[config.mk]
export PLATFORM = sky130hd
export DESIGN_NAME = dbg_row_mux
export DESIGN_NICKNAME = d
export VERILOG_FILES = /design/src/rtl/dbg_disp_pkg.sv /design/src/rtl/dbg_band_tracker.sv /design/src/rtl/dbg_row_mux.sv
export SDC_FILE = /design/constraint.sdc
export NUM_CORES = 1
export LEC_CHECK = 0
export CAP_MARGIN = 20
export CELL_PAD_IN_SITES_DETAIL_PLACEMENT = 1
export CELL_PAD_IN_SITES_GLOBAL_PLACEMENT = 1
export CORE_MARGIN = 4
export CORE_UTILIZATION = 44
export CTS_CLUSTER_SIZE = 10
export DETAILED_ROUTE_END_ITERATION = 12
export PLACE_DENSITY = 0.95
export SETUP_SLACK_MARGIN = 0.5
export SLEW_MARGIN = 20
export SYNTH_ARGS = -nofsm -noshare
export SYNTH_HDL_FRONTEND = slang
export SYNTH_SLANG_ARGS = --single-unit
[constraint.sdc]
create_clock -name clk -period 23.2 [get_ports clk]
set_input_delay 4.64 -clock clk [delete_from_list [all_inputs] [get_ports clk]]
set_output_delay 4.64 -clock clk [all_outputs]
set_load 0.01 [all_outputs]
[src/rtl/dbg_disp_pkg.sv]
// ---------------------------------------------------------------------------
// dbg_disp_pkg
// Shared definitions for the VGA debug-screen row mapper.
//   - state_e     : band-tracker states
//   - DEF_*       : default screen layout (channel count, widths, row heights)
//   - calc_idx_w  : width of a channel index, never less than 1
//   - calc_cnt_w  : width of the shared row counter for a given layout
// ---------------------------------------------------------------------------
package dbg_disp_pkg;

    localparam int unsigned DEF_NUM_CH = 14;
    localparam int unsigned DEF_DATA_W = 16;
    localparam int unsigned DEF_TOP    = 25;
    localparam int unsigned DEF_BAND_H = 31;
    localparam int unsigned DEF_GAP_H  = 9;

    typedef enum logic [2:0] {
        S_IDLE = 3'd0,
        S_TOP  = 3'd1,
        S_BAND = 3'd2,
        S_GAP  = 3'd3,
        S_DONE = 3'd4
    } state_e;

    // A single channel still needs a 1-bit index port.
    function automatic int unsigned calc_idx_w(input int unsigned n);
        return (n <= 32'd1) ? 32'd1 : $clog2(n);
    endfunction

    // The counter must be able to hold the tallest of the three row runs.
    function automatic int unsigned calc_cnt_w(input int unsigned top,
                                               input int unsigned band_h,
                                               input int unsigned gap_h);
        int unsigned m;
        m = top;
        if (band_h > m) m = band_h;
        if (gap_h > m)  m = gap_h;
        return $clog2(m + 32'd1);
    endfunction

endpackage

[src/rtl/dbg_band_tracker.sv]
// ---------------------------------------------------------------------------
// dbg_band_tracker
// Follows the scan position from frame/line strobes with one row counter and
// one channel counter (no per-row comparators). Exposes the state that will
// be in effect after the current clock edge so the top level can register
// its outputs on the very edge that samples the strobe.
// Ports:
//   clk, reset        : clock, asynchronous active-high reset
//   i_frame_start     : row 0 of a new frame (wins over i_line_start)
//   i_line_start      : advance one row
//   o_nxt_in_band     : next row lies inside a channel band
//   o_nxt_ch          : channel index in effect after this edge
// ---------------------------------------------------------------------------
module dbg_band_tracker
    import dbg_disp_pkg::*;
#(
    parameter int unsigned NUM_CH = DEF_NUM_CH,
    parameter int unsigned TOP    = DEF_TOP,
    parameter int unsigned BAND_H = DEF_BAND_H,
    parameter int unsigned GAP_H  = DEF_GAP_H
) (
    input  logic                             clk,
    input  logic                             reset,
    input  logic                             i_frame_start,
    input  logic                             i_line_start,
    output logic                             o_nxt_in_band,
    output logic [calc_idx_w(NUM_CH)-1:0]    o_nxt_ch
);

    localparam int unsigned IDX_W = calc_idx_w(NUM_CH);
    localparam int unsigned CNT_W = calc_cnt_w(TOP, BAND_H, GAP_H);

    localparam logic [CNT_W-1:0] TOP_C   = CNT_W'(TOP);
    localparam logic [CNT_W-1:0] BAND_C  = CNT_W'(BAND_H);
    localparam logic [CNT_W-1:0] GAP_C   = CNT_W'(GAP_H);
    localparam logic [CNT_W-1:0] CNT_ONE = CNT_W'(1);
    localparam logic [IDX_W-1:0] CH_ZERO = IDX_W'(0);
    localparam logic [IDX_W-1:0] CH_ONE  = IDX_W'(1);
    localparam logic [IDX_W-1:0] CH_LAST = IDX_W'(NUM_CH - 1);

    state_e             r_state;
    logic [CNT_W-1:0]   r_cnt;
    logic [IDX_W-1:0]   r_ch;

    state_e             w_nxt_state;
    logic [CNT_W-1:0]   w_nxt_cnt;
    logic [IDX_W-1:0]   w_nxt_ch;

    // Next-state logic: the counter always holds "rows consumed in the
    // current run", so a run ends when it equals the run height.
    always_comb begin
        w_nxt_state = r_state;
        w_nxt_cnt   = r_cnt;
        w_nxt_ch    = r_ch;
        if (i_frame_start) begin
            w_nxt_state = S_TOP;
            w_nxt_cnt   = CNT_ONE;
            w_nxt_ch    = CH_ZERO;
        end else if (i_line_start) begin
            case (r_state)
                S_TOP: begin
                    if (r_cnt == TOP_C) begin
                        w_nxt_state = S_BAND;
                        w_nxt_ch    = CH_ZERO;
                        w_nxt_cnt   = CNT_ONE;
                    end else begin
                        w_nxt_cnt   = r_cnt + CNT_ONE;
                    end
                end
                S_BAND: begin
                    if (r_cnt == BAND_C) begin
                        w_nxt_state = (r_ch == CH_LAST) ? S_DONE : S_GAP;
                        w_nxt_cnt   = CNT_ONE;
                    end else begin
                        w_nxt_cnt   = r_cnt + CNT_ONE;
                    end
                end
                S_GAP: begin
                    if (r_cnt == GAP_C) begin
                        w_nxt_state = S_BAND;
                        w_nxt_ch    = r_ch + CH_ONE;
                        w_nxt_cnt   = CNT_ONE;
                    end else begin
                        w_nxt_cnt   = r_cnt + CNT_ONE;
                    end
                end
                default: begin
                    // S_IDLE waits for a frame, S_DONE waits for the next one.
                    w_nxt_state = r_state;
                end
            endcase
        end else begin
            w_nxt_state = r_state;
        end
    end

    // Tracker state registers.
    always_ff @(posedge clk or posedge reset) begin
        if (reset) begin
            r_state <= S_IDLE;
            r_cnt   <= {CNT_W{1'b0}};
            r_ch    <= {IDX_W{1'b0}};
        end else begin
            r_state <= w_nxt_state;
            r_cnt   <= w_nxt_cnt;
            r_ch    <= w_nxt_ch;
        end
    end

    assign o_nxt_in_band = (w_nxt_state == S_BAND);
    assign o_nxt_ch      = w_nxt_ch;

endmodule

[src/rtl/dbg_row_mux.sv]
// ---------------------------------------------------------------------------
// dbg_row_mux
// Maps each scan line of the VGA debug screen to one captured debug channel
// or to blank. All channels are snapshotted into a shadow bank at every
// frame_start so a frame never mixes pipeline states.
// Optional feature macro: DBG_ROW_FREEZE_EN adds the freeze input, which
// suppresses the shadow recapture at frame_start for single-step viewing.
// Ports:
//   clk, reset   : clock, asynchronous active-high reset
//   frame_start  : current line is row 0 of a new frame
//   line_start   : next row begins
//   ch_data      : packed channels, channel k at [k*DATA_W +: DATA_W]
//   freeze       : (DBG_ROW_FREEZE_EN only) hold the shadow bank
//   data         : channel value for the current row, 0 when blank
//   all          : 1 when the current row shows no channel
//   ch_idx       : last displayed channel index
// ---------------------------------------------------------------------------
module dbg_row_mux
    import dbg_disp_pkg::*;
#(
    parameter int unsigned NUM_CH = DEF_NUM_CH,
    parameter int unsigned DATA_W = DEF_DATA_W,
    parameter int unsigned TOP    = DEF_TOP,
    parameter int unsigned BAND_H = DEF_BAND_H,
    parameter int unsigned GAP_H  = DEF_GAP_H
) (
    input  logic                           clk,
    input  logic                           reset,
    input  logic                           frame_start,
    input  logic                           line_start,
    input  logic [NUM_CH*DATA_W-1:0]       ch_data,
`ifdef DBG_ROW_FREEZE_EN
    input  logic                           freeze,
`endif
    output logic [DATA_W-1:0]              data,
    output logic                           all,
    output logic [calc_idx_w(NUM_CH)-1:0]  ch_idx
);

    localparam int unsigned IDX_W = calc_idx_w(NUM_CH);

    logic [NUM_CH*DATA_W-1:0] r_shadow;
    logic [DATA_W-1:0]        r_data;
    logic                     r_all;
    logic [IDX_W-1:0]         r_ch_idx;

    logic                     w_capture;
    logic                     w_nxt_in_band;
    logic [IDX_W-1:0]         w_nxt_ch;
    logic [DATA_W-1:0]        w_sel;

    dbg_band_tracker #(
        .NUM_CH (NUM_CH),
        .TOP    (TOP),
        .BAND_H (BAND_H),
        .GAP_H  (GAP_H)
    ) u_tracker (
        .clk           (clk),
        .reset         (reset),
        .i_frame_start (frame_start),
        .i_line_start  (line_start),
        .o_nxt_in_band (w_nxt_in_band),
        .o_nxt_ch      (w_nxt_ch)
    );

    // Decide whether this frame_start refreshes the shadow bank.
    always_comb begin
`ifdef DBG_ROW_FREEZE_EN
        w_capture = frame_start & ~freeze;
`else
        w_capture = frame_start;
`endif
    end

    // Shadow bank: one snapshot of every channel per frame.
    always_ff @(posedge clk or posedge reset) begin
        if (reset) begin
            r_shadow <= {(NUM_CH*DATA_W){1'b0}};
        end else if (w_capture) begin
            r_shadow <= ch_data;
        end else begin
            r_shadow <= r_shadow;
        end
    end

    // AND-OR channel select; indices beyond NUM_CH-1 never match and give 0.
    always_comb begin
        w_sel = {DATA_W{1'b0}};
        for (int k = 0; k < int'(NUM_CH); k++) begin
            w_sel = w_sel | (r_shadow[k*DATA_W +: DATA_W]
                             & {DATA_W{(w_nxt_ch == IDX_W'(k))}});
        end
    end

    // Output registers: only strobe edges change what the row shows; during
    // a band the value comes from the bank captured at frame_start, which
    // cannot differ from the pre-edge bank because frame_start itself lands
    // outside any band.
    always_ff @(posedge clk or posedge reset) begin
        if (reset) begin
            r_data   <= {DATA_W{1'b0}};
            r_all    <= 1'b1;
            r_ch_idx <= {IDX_W{1'b0}};
        end else if (frame_start || line_start) begin
            if (w_nxt_in_band) begin
                r_data   <= w_sel;
                r_all    <= 1'b0;
                r_ch_idx <= w_nxt_ch;
            end else begin
                r_data   <= {DATA_W{1'b0}};
                r_all    <= 1'b1;
                r_ch_idx <= r_ch_idx;
            end
        end else begin
            r_data   <= r_data;
            r_all    <= r_all;
            r_ch_idx <= r_ch_idx;
        end
    end

    assign data   = r_data;
    assign all    = r_all;
    assign ch_idx = r_ch_idx;

endmodule

# Word level (Yosys, flattened, before mapping)
# Cells that the tools add are included.
dict set report classes {
  addsub 2
  n_bitwise 27
  reduce_logical 6
  mux 20
  n_eq_ne 21
}
# operator n
set ops {}
lappend ops {{$and 16x16->16} 14}
lappend ops {{$or 16x16->16} 13}
lappend ops {{$eq 4x4->1 const B} 7}
lappend ops {{$mux 5} 5}
lappend ops {{$mux 3} 6}
lappend ops {{$eq 4x3->1 const B} 4}
lappend ops {{$mux 16} 1}
lappend ops {{$mux 4} 4}
lappend ops {{$pmux 5 s3} 1}
lappend ops {{$eq 5x5->1 const B} 2}
lappend ops {{$eq 3x2->1 const B} 3}
lappend ops {{$pmux 3 s3} 1}
lappend ops {{$eq 4x2->1 const B} 2}
lappend ops {{$pmux 4 s2} 1}
lappend ops {{$add 5x1->5 const B} 1}
lappend ops {{$eq 5x4->1 const B} 1}
lappend ops {{$add 4x1->4 const B} 1}
lappend ops {{$eq 4x1->1 const B} 1}
lappend ops {{$logic_not 4->1} 1}
lappend ops {{$reduce_and 2->1} 2}
lappend ops {{$reduce_bool 4->1} 1}
lappend ops {{$eq 3x1->1 const B} 1}
lappend ops {{$reduce_bool 2->1} 1}
lappend ops {{$logic_or 1x1->1} 1}
lappend ops {{$mux 1} 1}
dict set report word_totals {
  output_inout_bits 21
  word_cells 83
  inputBits 228
  regBits 257
}

# Longest topological paths before layout
dict set report logic_depth {
  depth_word 21
  mapped_depth 12
  depth_no_buf 9
}

# Cells and area by module
# Synthesis repeated with hierarchy kept, for this count alone.
dict set report hier_totals {
  cells_unflattened 909
  area_unflattened_um2 12112.9
}
# module area_each_um2 n_inst cells_each seq_area_each_um2
set modules_own_cells {}
lappend modules_own_cells {dbg_row_mux 11214.5 1 817 6132.1}
lappend modules_own_cells {dbg_band_tracker 898.4 1 92 300.3}

# Worst setup path before layout
# No wires, ideal clock.
dict set report synth_timing {
  path_type {input to register}
  from {in line_start}
  to {reg r_data[10], in the netlist data[10]}
  slack_ns 16.514
  t_arrival_ns 6.562
  setup_ns 0.124
  t_required_ns 23.076
  path_buffers 2
  path_stages 9
  path_cell_list {and4b_1 clkbuf_1 a31oi_1 o21ai_2 buf_2 mux2_2 a222oi_1 nor2_1 a211o_1}
}
dict set report synth_via {
  elab_chain_cells 18
  word_cells_on_any_way 48
  classes_between {eq/ne: 14; mux: 5; bitwise: 27; reduce/logical: 2}
}
# item line_no
set synth_lines {}
lappend synth_lines {{start: declaration} dbg_row_mux.sv:30} ;# input logic line_start,
lappend synth_lines {{$mux 4} dbg_band_tracker.sv:59} ;# end else if (i_line_start) begin
lappend synth_lines {{$mux 4} dbg_band_tracker.sv:55} ;# if (i_frame_start) begin
lappend synth_lines {{$eq 4x1->1 or $logic_not 4->1 (tied branches)} dbg_row_mux.sv:91} ;# & {DATA_W{(w_nxt_ch == IDX_W'(k))}});
lappend synth_lines {{$and 16x16->16} dbg_row_mux.sv:91}
lappend synth_lines {{$or 16x16->16 (13 in series)} dbg_row_mux.sv:90} ;# w_sel = w_sel | (r_shadow[k*DATA_W +: DATA_W]
lappend synth_lines {{$mux 16} dbg_row_mux.sv:105} ;# if (w_nxt_in_band) begin
lappend synth_lines {{end signal: assignment} dbg_row_mux.sv:106} ;# r_data <= w_sel;
lappend synth_lines {{end signal: assignment} dbg_row_mux.sv:110} ;# r_data <= {DATA_W{1'b0}};
lappend synth_lines {{end signal: assignment} dbg_row_mux.sv:115} ;# r_data <= r_data;
lappend synth_lines {{end: declaration} dbg_row_mux.sv:43} ;# logic [DATA_W-1:0] r_data;
# Parallel ways exist; a longest one is shown, timed or not.
# A chain may end at the register's enable or synchronous reset.

# Worst setup path after layout
dict set report layout_timing {
  from {in line_start}
  to {reg r_data[8], in the netlist data[8]}
}
# Same word-level chain as after synthesis.

==> metrics.cfg <==
[run_status]
status = finished clean

[placement]
numPortBuffers = 248
dp_slack_ns = 15.08
dpl.hpwl_mm = 32.41
place_congestion = 0.9232

[synth]
avgSynthCellArea_um2 = 12.79
synthTopCellsByCount = 256 x dfrtp_1, 235 x mux2_2, 71 x nand2_1
yosysUniqueCellTypes = 70
yosysMostFrequentCell = dfrtp_1
synth_area_leaders = dfrtp_1 54%, mux2_2 22%, a22oi_1 2.4%, nand2_1 2.3%, a222oi_1 1.3%
yosysTopAreaCell = dfrtp_1
ys.flop_type = dfrtp_1
ys_seq_area_share_pct = 54.67
syn_nets = 1153
syn_area_um2 = 11770
synth-seq-cells = 257
syn_inst = 920
ys_async_sr_fraction_pct = 100.0
netlist.area_leader.share_pct = 54.44
synth_edf_count = 0
yosys_warnings = 0

[power]
power.density_nw_per_um2 = 71.22
power.switching_mw = 0.2783
power_frac_seq_pct = 47.7
p_leak_nw = 6.303
power.clock.fraction_pct = 39.9
total_power_mw = 1.095
power.internal_mw = 0.8171
ir_worst_vdd_v = 0.00004891
combPwrFrac_pct = 12.4
switching_share_pct = 25.41

[sta]
rsz0062_at_grt = false
setup_viol = 0
period_needed_ns = 7.735
finClkSkew_ns = 0.01880
max_freq_mhz = 129.3
setup_ws_ns = 15.47
tightest_slew_ns = 1.155
final_hold_viol_count = 0
timing.final.crit_share_pct = 33.34
slew-limit-headroom_pct = 22.69
setup-tns-final_ns = 0
drv_slew = 0

[critical_path]
arrival_ns = 8.18
critPathMaxFanout = 15
crit_path_end_kind = flop
critPathLaunchType = input port
path_class = in -> reg
critPathRequiredTime_ns = 23.65

[global_routing]
grt_max_degree = 105
grt_pass1_vias = 10670
grt_pass1_wl_mm = 67.59
grt_antenna_before_repair = 3
grt_overflow_total = 0
grtUsageTotal_pct = 30.49

[layout]
num-nets-final = 1385
regArea_um2 = 6432
drive_gt1_share_pct = 26.01
fill_cells = 2538
multi_input_area_um2 = 5011
areaGrowthSynthToFinish_pct = 30.71

[clock_tree]
cts_buffers = 30
post_cts_resized = 0
cts_buffer_depth = 3
clockRootBuffer = clkbuf_16
clk_pin_slew_ns = 0.06
cts_hold_buf = 0
clock_latency_ns = 0.58
tritoncts = done
cts_sinks = 257
cts_max_level = 1
cts_setup_buffers = 0

[drt]
avgViaCountPerCell = 6.390
wl_mm = 45.84
firstDrtPassIters = 8
post_drt_wl_per_cell_um = 30.52
drc = 0
drtAntennaViolNets = 0
drtIter0Drc = 1072
vias = 9598

[floorplan]
boundaryPins = 249
die_y_um = 171.5
chipWidth_um = 171.5
die-area_um2 = 29420
core_um2 = 26210
start_util_pct = 44.90
std_cell_rows = 59

[worst_hold_path]
min_path_type = reg -> reg

[run]
drv_cap = 0

==> final timing paths <==
path	from	to	slack, ns	cells after the start
max	line_start	data[8]$_DFFE_PP0P_	15.47	8
min	r_shadow[170]$_DFFE_PP0P_	r_shadow[170]$_DFFE_PP0P_	0.48	2
max reg2reg	u_tracker.r_cnt[1]$_DFFE_PP0P_	data[8]$_DFFE_PP0P_	19.39	10
min reg2reg	r_shadow[170]$_DFFE_PP0P_	r_shadow[170]$_DFFE_PP0P_	0.48	2
max in group asynchronous	reset	r_shadow[98]$_DFFE_PP0P_	16.34	4
min in group asynchronous	reset	r_shadow[198]$_DFFE_PP0P_	4.61	2
==> cell families after synthesis <==
family	synth area share, %
mux	22.58
xor+xnor	0.2234
flops	54.67
compound gates	11.36
buf+inv	2.765
simple gates	7.880
fa+ha+maj	0.5317
==> flip-flops by register name, indices dropped and copies added, names as in the netlist <==
signal	count
all	1
ch_idx	4
data	16
r_shadow	224
u_tracker.r_ch	4
u_tracker.r_cnt	5
u_tracker.r_state	3
==> routing by layer <==
layer	global-route usage, %	wire length [µm]
met2	51.33	22160
met5	0	13
met3	7.056	4006
met4	15.64	3079
met1	36.70	16580
==> per-stage QoR <==
stage	utilization [%]	instance area (µm²)	std cells	hold WS, ns
after floorplan	-	11770	920	0.4364
after global placement	55.33	14500	1455	0.4517
after detailed placement	55.33	14500	1455	0.4661
after CTS	58.65	15370	1500	0.4811
after global routing	58.69	15380	1502	0.4960
final	58.69	15380	1502	0.4777
==> final cells by class <==
| class | count | share of cell area [%] |
|---|---|---|
| diodes | 2 | 0.03254 |
| clock buffers | 42 | 5.239 |
| clock inverters | 3 | 0.4230 |
| inverters | 18 | 0.4881 |
| multi-input cells | 587 | 32.58 |
| flip-flops and latches | 257 | 41.82 |
| well taps | 335 | 2.725 |
| repair buffers | 258 | 16.69 |
==> power by group through the flow <==
stage          Sequential [mW]  Clock [mW]  Combinational [mW]
2_1_floorplan            0.510           0              0.0720
3_5_place_dp             0.526           0               0.133
3_3_place_gp             0.523           0               0.126
6_report                 0.522       0.437               0.136
4_1_cts                  0.520       0.441               0.136
5_1_grt                  0.524       0.460               0.144
==> layout by cell type, fill, tap and decap left out, types with 4 or more instances in the layout <==
cell type	instances
nor2b_1	4
nand2_1	71
ha_1	5
clkbuf_1	11
and3_1	4
a222oi_1	15
a31oi_1	10
inv_1	17
a21oi_1	9
a211o_1	4
buf_4	9
o211ai_1	4
clkbuf_16	30
a22oi_1	38
nor2_1	32
o2bb2ai_1	5
a22o_1	7
clkdlybuf4s50_1	247
nand3_1	12
and4_1	5
dfrtp_1	256
o21ai_0	9
nor3_2	4
nor3b_1	4
mux2_2	235
nand4_1	9
a221oi_1	10
nor3_1	9
o31a_1	5
a32oi_1	17
==> worst max-delay path, stage by stage <==
cell and delay, ns:
clkdlybuf4s50_1 0.62, and4b_1 0.39, a31oi_1 0.19, o21ai_2 0.87
nor3_2 0.34, a222oi_1 0.60, nand2_1 0.22, o31a_1 0.30
Note: power is estimated with default switching activity, not from simulation.
